`config.mk`:
```
export PLATFORM = sky130hd
export DESIGN_NAME = lsu_port_flat
export DESIGN_NICKNAME = d
export VERILOG_FILES = /design/src/rtl/lsu_if.sv /design/src/rtl/lsu_port.sv /design/src/flat_wrapper.sv
export SDC_FILE = /design/constraint.sdc
export NUM_CORES = 1
export LEC_CHECK = 0
export ABC_AREA = 1
export CAP_MARGIN = 40
export CORE_ASPECT_RATIO = 1.5
export CORE_MARGIN = 5
export CORE_UTILIZATION = 53
export DETAILED_ROUTE_END_ITERATION = 6
export GPL_TIMING_DRIVEN = 0
export PLACE_DENSITY = 0.78
export SLEW_MARGIN = 20
export SYNTH_ARGS = -nofsm -noshare
export SYNTH_HDL_FRONTEND = slang
export SYNTH_SLANG_ARGS = --single-unit
export TNS_END_PERCENT = 50
```
`constraint.sdc`:
```
create_clock -name clk -period 3.05 [get_ports clk]
set_input_delay 0.61 -clock clk [delete_from_list [all_inputs] [get_ports clk]]
set_output_delay 0.61 -clock clk [all_outputs]
set_load 0.02 [all_outputs]
```
`src/rtl/lsu_if.sv`:
```
// Execute/writeback/data-memory bundle of the load-store port.
// The master side is the environment: the execute stage, the writeback stage and the data memory.
interface lsu_if;
    // req/resp: a beat transfers on a rising edge where valid && ready. valid and payload are held
    // until that edge. ready may depend on state but never on the same-cycle valid.
    logic        req_valid;
    logic        req_ready;
    logic        req_we;
    logic [2:0]  req_funct3;
    logic [31:0] req_addr;
    logic [31:0] req_wdata;
    logic        resp_valid;
    logic        resp_ready;
    logic [31:0] resp_rdata;
    logic        resp_err;
    logic [31:0] mem_addr;
    logic [31:0] mem_wdata;
    logic        mem_read_req;
    logic        mem_write_req;
    logic [3:0]  mem_byte_en;
    logic [31:0] mem_rdata_raw;

    modport master (
        output req_valid, req_we, req_funct3, req_addr, req_wdata, resp_ready, mem_rdata_raw,
        input  req_ready, resp_valid, resp_rdata, resp_err,
        input  mem_addr, mem_wdata, mem_read_req, mem_write_req, mem_byte_en
    );

    modport slave (
        input  req_valid, req_we, req_funct3, req_addr, req_wdata, resp_ready, mem_rdata_raw,
        output req_ready, resp_valid, resp_rdata, resp_err,
        output mem_addr, mem_wdata, mem_read_req, mem_write_req, mem_byte_en
    );
endinterface

```
`src/rtl/lsu_port.sv`:
```
// RV32I load-store port: aligns byte/half/word accesses onto a word-wide data memory.
// Accesses that cross a word boundary are split into two beats, or rejected when SPLIT_EN is 0.
module lsu_port #(
    parameter bit          SPLIT_EN  = 1'b1,
    parameter logic [31:0] ERR_RDATA = 32'hDEAD_BEEF
) (
    input  logic       clk,
    input  logic       rst_n,
    lsu_if.slave       bus,
    output logic [1:0] fsm_state
);
    typedef enum logic [1:0] {IDLE, BEAT1, BEAT2, RESP} state_t;

    state_t      state;
    logic        q_we;
    logic [2:0]  q_f3;
    logic [1:0]  q_off;
    logic [3:0]  q_hi_mask;
    logic [31:0] q_wdata;
    logic [31:0] lo_q;

    logic [1:0]  in_off;
    logic [3:0]  in_base;
    logic [7:0]  in_mask;
    logic        in_cross;
    logic        in_fmt_ok;
    logic        in_legal;
    logic [31:0] in_wd1;
    logic [5:0]  sh2;
    logic [31:0] wd2;

    assign in_off   = bus.req_addr[1:0];
    assign in_mask  = {4'b0000, in_base} << in_off;
    assign in_cross = |in_mask[7:4];
    assign in_legal = in_fmt_ok && (SPLIT_EN || !in_cross);
    assign in_wd1   = bus.req_wdata << {in_off, 3'b000};
    // The upper store bytes that spilled past the first word land in the low lanes of the next word.
    assign sh2      = 6'd32 - {1'b0, q_off, 3'b000};
    assign wd2      = q_wdata >> sh2;

    assign bus.req_ready = (state == IDLE);
    assign fsm_state     = state;

    always_comb begin
        in_base = 4'hF;
        case (bus.req_funct3[1:0])
            2'd0:    in_base = 4'h1;
            2'd1:    in_base = 4'h3;
            default: in_base = 4'hF;
        endcase
    end

    always_comb begin
        in_fmt_ok = 1'b0;
        if (bus.req_we) begin
            in_fmt_ok = (bus.req_funct3 <= 3'd2);
        end else begin
            case (bus.req_funct3)
                3'd0, 3'd1, 3'd2, 3'd4, 3'd5: in_fmt_ok = 1'b1;
                default:                      in_fmt_ok = 1'b0;
            endcase
        end
    end

    // {hi,lo} is the 8-byte window starting at the aligned word; shifting by the offset brings the
    // addressed byte to lane 0, and the size/sign code then trims and extends it.
    function automatic logic [31:0] load_ext(input logic [2:0] f3, input logic [1:0] off,
                                             input logic [31:0] hi, input logic [31:0] lo);
        logic [31:0] w;
        w = 32'({hi, lo} >> {off, 3'b000});
        case (f3)
            3'd0:    load_ext = {{24{w[7]}}, w[7:0]};
            3'd1:    load_ext = {{16{w[15]}}, w[15:0]};
            3'd4:    load_ext = {24'h0, w[7:0]};
            3'd5:    load_ext = {16'h0, w[15:0]};
            default: load_ext = w;
        endcase
    endfunction

    always_ff @(posedge clk or negedge rst_n) begin
        if (!rst_n) begin
            state             <= IDLE;
            q_we              <= 1'b0;
            q_f3              <= 3'd0;
            q_off             <= 2'd0;
            q_hi_mask         <= 4'h0;
            q_wdata           <= 32'h0;
            lo_q              <= 32'h0;
            bus.resp_valid    <= 1'b0;
            bus.resp_rdata    <= 32'h0;
            bus.resp_err      <= 1'b0;
            bus.mem_addr      <= 32'h0;
            bus.mem_wdata     <= 32'h0;
            bus.mem_read_req  <= 1'b0;
            bus.mem_write_req <= 1'b0;
            bus.mem_byte_en   <= 4'h0;
        end else begin
            case (state)
                IDLE: begin
                    if (bus.req_valid) begin
                        q_we      <= bus.req_we;
                        q_f3      <= bus.req_funct3;
                        q_off     <= in_off;
                        q_hi_mask <= in_mask[7:4];
                        q_wdata   <= bus.req_wdata;
                        if (in_legal) begin
                            state             <= BEAT1;
                            bus.mem_addr      <= {bus.req_addr[31:2], 2'b00};
                            bus.mem_byte_en   <= in_mask[3:0];
                            bus.mem_wdata     <= in_wd1;
                            bus.mem_read_req  <= !bus.req_we;
                            bus.mem_write_req <= bus.req_we;
                        end else begin
                            state          <= RESP;
                            bus.resp_valid <= 1'b1;
                            bus.resp_err   <= 1'b1;
                            bus.resp_rdata <= ERR_RDATA;
                        end
                    end
                end
                BEAT1: begin
                    lo_q <= bus.mem_rdata_raw;
                    if (|q_hi_mask) begin
                        state           <= BEAT2;
                        bus.mem_addr    <= bus.mem_addr + 32'd4;
                        bus.mem_byte_en <= q_hi_mask;
                        bus.mem_wdata   <= wd2;
                    end else begin
                        state             <= RESP;
                        bus.mem_addr      <= 32'h0;
                        bus.mem_wdata     <= 32'h0;
                        bus.mem_read_req  <= 1'b0;
                        bus.mem_write_req <= 1'b0;
                        bus.mem_byte_en   <= 4'h0;
                        bus.resp_valid    <= 1'b1;
                        bus.resp_err      <= 1'b0;
                        bus.resp_rdata    <= q_we ? 32'h0
                                                  : load_ext(q_f3, q_off, 32'h0, bus.mem_rdata_raw);
                    end
                end
                BEAT2: begin
                    state             <= RESP;
                    bus.mem_addr      <= 32'h0;
                    bus.mem_wdata     <= 32'h0;
                    bus.mem_read_req  <= 1'b0;
                    bus.mem_write_req <= 1'b0;
                    bus.mem_byte_en   <= 4'h0;
                    bus.resp_valid    <= 1'b1;
                    bus.resp_err      <= 1'b0;
                    bus.resp_rdata    <= q_we ? 32'h0
                                              : load_ext(q_f3, q_off, bus.mem_rdata_raw, lo_q);
                end
                RESP: begin
                    if (bus.resp_ready) begin
                        state          <= IDLE;
                        bus.resp_valid <= 1'b0;
                        bus.resp_err   <= 1'b0;
                        bus.resp_rdata <= 32'h0;
                    end
                end
                default: state <= IDLE;
            endcase
        end
    end
endmodule

```
`src/flat_wrapper.sv`:
```
// flat-port wrapper written by rule: the top's interface ports become plain ports
module lsu_port_flat 
#(
    parameter bit          SPLIT_EN  = 1'b1,
    parameter logic [31:0] ERR_RDATA = 32'hDEAD_BEEF
)
  (clk, rst_n, fsm_state, bus_req_valid, bus_req_we, bus_req_funct3, bus_req_addr, bus_req_wdata, bus_resp_ready, bus_mem_rdata_raw, bus_req_ready, bus_resp_valid, bus_resp_rdata, bus_resp_err, bus_mem_addr, bus_mem_wdata, bus_mem_read_req, bus_mem_write_req, bus_mem_byte_en);
  lsu_if bus_i ();
  input  logic clk;
  input  logic rst_n;
  output logic [1:0] fsm_state;
  input wire logic [$bits(bus_i.req_valid)-1:0] bus_req_valid;
  input wire logic [$bits(bus_i.req_we)-1:0] bus_req_we;
  input wire logic [$bits(bus_i.req_funct3)-1:0] bus_req_funct3;
  input wire logic [$bits(bus_i.req_addr)-1:0] bus_req_addr;
  input wire logic [$bits(bus_i.req_wdata)-1:0] bus_req_wdata;
  input wire logic [$bits(bus_i.resp_ready)-1:0] bus_resp_ready;
  input wire logic [$bits(bus_i.mem_rdata_raw)-1:0] bus_mem_rdata_raw;
  output wire logic [$bits(bus_i.req_ready)-1:0] bus_req_ready;
  output wire logic [$bits(bus_i.resp_valid)-1:0] bus_resp_valid;
  output wire logic [$bits(bus_i.resp_rdata)-1:0] bus_resp_rdata;
  output wire logic [$bits(bus_i.resp_err)-1:0] bus_resp_err;
  output wire logic [$bits(bus_i.mem_addr)-1:0] bus_mem_addr;
  output wire logic [$bits(bus_i.mem_wdata)-1:0] bus_mem_wdata;
  output wire logic [$bits(bus_i.mem_read_req)-1:0] bus_mem_read_req;
  output wire logic [$bits(bus_i.mem_write_req)-1:0] bus_mem_write_req;
  output wire logic [$bits(bus_i.mem_byte_en)-1:0] bus_mem_byte_en;
  assign bus_i.req_valid = bus_req_valid;
  assign bus_i.req_we = bus_req_we;
  assign bus_i.req_funct3 = bus_req_funct3;
  assign bus_i.req_addr = bus_req_addr;
  assign bus_i.req_wdata = bus_req_wdata;
  assign bus_i.resp_ready = bus_resp_ready;
  assign bus_i.mem_rdata_raw = bus_mem_rdata_raw;
  assign bus_req_ready = bus_i.req_ready;
  assign bus_resp_valid = bus_i.resp_valid;
  assign bus_resp_rdata = bus_i.resp_rdata;
  assign bus_resp_err = bus_i.resp_err;
  assign bus_mem_addr = bus_i.mem_addr;
  assign bus_mem_wdata = bus_i.mem_wdata;
  assign bus_mem_read_req = bus_i.mem_read_req;
  assign bus_mem_write_req = bus_i.mem_write_req;
  assign bus_mem_byte_en = bus_i.mem_byte_en;
  lsu_port #(.SPLIT_EN(SPLIT_EN), .ERR_RDATA(ERR_RDATA)) u_core (.clk(clk), .rst_n(rst_n), .bus(bus_i), .fsm_state(fsm_state));
endmodule
```
==> flow_summary.toml <==
[power]
p_sw_share_pct = 52.9
clockPowerShare_pct = 12.0
pwr-share-comb_pct = 64.0
powerDensity_mw_per_mm2 = 1300
switching_power_w = 0.00985
internal_power_w = 0.00876
peakVddDrop_v = 0.000664
seqPwrFrac_pct = 24.0
leakagePower_nw = 6.69

[placed_design]
place_congestion = 1.04
placed_area_mm2 = 0.0137
port_buffers = 208
post-dp-hpwl_um = 35800
detailedPlace.worstSlack_ns = 0.175

[worst_hold_path]
hold_class = "in -> async"

[yosys]
ys_seq_area_share_pct = 39.3
yosys.area.top_type = "dfrtp_1"
synth_area_leaders = "dfrtp_1, nand2_1, nand3_1, o21ai_0, nor2_1"
synthArstFlopShare_pct = 100
yosysWarnings = 0
synth_top_family_by_area = "simple AND/OR/NAND/NOR gates"
synth_top_area_share_pct = 39.3
ys_types = 46
ys_seq_elements = 177
synth_common_cells = "nand2_1, nand3_1, dfrtp_1"
netlist_instances = 1651
syn_area_mm2 = 0.0113
yosys.area_share.xor_xnor_pct = 0
ys.flop_type = "dfrtp_1"
synth-simple-area-share_pct = 34.0
synthMuxAreaShare_pct = 0.267
synth-adder-area-share_pct = 0.667
yosys.cell_count.top_type = "nand2_1"
synth_edf_count = 0
postSynthAreaPerCell_um2 = 6.82
synth_compound_gate_area_share_pct = 15.9

[worst_setup_path]
crit_fanout = 10
cp.arrival_ns = 3.31
critPathRequiredTime_ns = 3.37
path_class = "reg -> reg"
critPathLaunchType = "flop"
rr_startpoint = "u_core.q_off[1]$_DFFE_PN0P_"
reg2reg_to = "u_core.bus.mem_wdata[13]$_DFFE_PN0P_"
cp-end-kind = "flop"
r2r_cells = 10
r2r_slack_ns = 0.06

[cts]
clkTransAtPathRegs_ns = 0.08
cts-root-buf = "clkbuf_16"
clock_latency_ns = 0.45
post_cts_resized = 0
h-tree-depth = 4
cts_buffer_depth = 2
cts_buffers = 17
cts.sinks = 177
cts_setup_buffers = 0
cts_tree = "built"
cts_hold_buffers = 0

[detailed_routing]
drt_iter0_drc = 1751
drtAntennaViolNets = 0
first_pass_iters = 7
route.detailed.drc = 0
viasPerCell = 6.08
vias = 13100
wirelength_um = 48300
wl_per_cell_um = 22.3

[global_route]
grt_pass1_vias = 13200
grt_start_max_net_pins = 91
grt_usage_pct = 39.6
grt_pass1_wl_um = 73500
antenna_found_initial = 1
grt.overflow.total = 0

[die]
num_rows = 65
coreArea_mm2 = 0.0210
die_x_um = 129
io_pins = 211
start_util_pct = 53.7
die_area_mm2 = 0.0243
die_y_um = 189

[sta]
skew_ns = 0.0100
worst_slack_ns = 0.0618
timing.final.crit_share_pct = 98.0
slew_headroom_pct = 40.8
hold_viol_final = 0
min_period_ns = 2.99
finalMaxSlewViolations = 0
fmax_mhz = 335
setup_viol = 0
grt_setup_unrepaired = "no"
tightest_slew_ns = 0.879

[layout]
syn_to_final_growth_pct = 26.9
fillers = 1818
layout.nets = 1990
drive_gt1_share_pct = 8.14
finalInstanceArea_mm2 = 0.0143
finalCoreUtilization_pct = 68.1
diodes = 0

[run_status]
status = "complete, no violations"

[flow_run]
cap_violations = 0
## cell type report
class / instances / area (µm²) / area share, %
inverters: 133 / 512 / 3.58
flip-flops and latches: 177 / 4430 / 31.0
multi-input cells: 1246 / 5740 / 40.1
well taps: 268 / 335 / 2.35
repair buffers: 209 / 2110 / 14.8
plain buffers: 96 / 588 / 4.12
clock inverters: 10 / 98.8 / 0.692
clock buffers: 22 / 474 / 3.32
## metrics by stage
stage / power, W / cells / hold WS, ns / TNS, ns
2_1_floorplan: 0.0114 / 1652 / 0.314 / 0
3_3_place_gp: 0.0157 / 2128 / 0.459 / -1080.26
3_5_place_dp: 0.0160 / 2129 / 0.469 / 0
4_1_cts: 0.0183 / 2161 / 0.198 / 0
5_1_grt: 0.0197 / 2161 / 0.218 / 0
6_report: 0.0186 / 2161 / 0.154 / 0
## cell families after synthesis
| kind of cell | count (synthesis) |
|---|---|
| mux | 3 |
| fa+ha+maj | 6 |
| compound gates | 329 |
| other cells | 1 |
| flops | 177 |
| simple gates | 906 |
| buf+inv | 229 |
## worst max-delay path, stage by stage, from the launching register on
cell and delay, ns:
dfrtp_1 0.45, inv_2 0.11, buf_4 0.21, buf_2 0.32, ha_1 0.29, buf_2 0.18
clkinv_1 0.19, clkbuf_1 0.57, nor2_1 0.10, o21ai_0 0.30, a21oi_1 0.12
## power by group through the flow
stage | Clock, W | Sequential [W] | Combinational (W)
2_1_floorplan | 0 | 0.00494 | 0.00648
3_3_place_gp | 0 | 0.00440 | 0.0113
3_5_place_dp | 0 | 0.00443 | 0.0116
4_1_cts | 0.00222 | 0.00441 | 0.0117
5_1_grt | 0.00234 | 0.00458 | 0.0128
6_report | 0.00224 | 0.00447 | 0.0119
## cells in the final DEF, fill, tap and decap left out, drive strengths merged, types with 3 or more instances in the layout
master	Yosys	layout
clkinv	2	5
or2	16	16
buf	70	72
mux2i	3	3
clkdlybuf4s50	0	207
inv	131	135
nand4	8	8
o211ai	23	23
a31oi	14	14
nand3	189	189
nor2	136	136
nand2	550	550
a21oi	89	89
o21ai	176	176
ha	6	6
a22oi	6	6
clkbuf	26	48
dfrtp	177	177
o22ai	13	13
nor3	5	5
## how the worst max path moves through the flow
stage,start,to,slack (ns)
CTS,u_core.q_off[0]$_DFFE_PN0P_,u_core.bus.mem_wdata[22]$_DFFE_PN0P_,0.15
detailed placement,u_core.q_off[0]$_DFFE_PN0P_,u_core.bus.mem_wdata[22]$_DFFE_PN0P_,0.17
finish,u_core.q_off[1]$_DFFE_PN0P_,u_core.bus.mem_wdata[13]$_DFFE_PN0P_,0.06
global placement,rst_n,u_core.bus.mem_addr[9]$_DFFE_PN0P_,-6.12
global route,u_core.q_off[1]$_DFFE_PN0P_,u_core.bus.mem_wdata[13]$_DFFE_PN0P_,0.04
floorplan,u_core.q_off[0]$_DFFE_PN0P_,u_core.bus.mem_wdata[13]$_DFFE_PN0P_,0.93
## flip-flops by register name (all words and copies together) (netlist names)
signal	cells
u_core.bus.resp_valid	1
u_core.q_hi_mask	3
u_core.bus.mem_addr	30
u_core.bus.mem_read_req	1
u_core.bus.mem_byte_en	4
u_core.bus.resp_err	1
u_core.q_we	1
u_core.lo_q	32
u_core.q_f3	3
u_core.bus.mem_wdata	32
u_core.fsm_state	2
u_core.q_off	2
u_core.bus.mem_write_req	1
u_core.bus.resp_rdata	32
u_core.q_wdata	32
## layer usage
layer	wire (µm)	GRT usage [%]	vias up
met5	0	0	-
li1	-	-	5839
met4	4030	28.6	0
met3	4440	7.94	292
met1	16400	44.2	6071
met2	23400	66.2	935
Power figures use the tool's default switching activity.
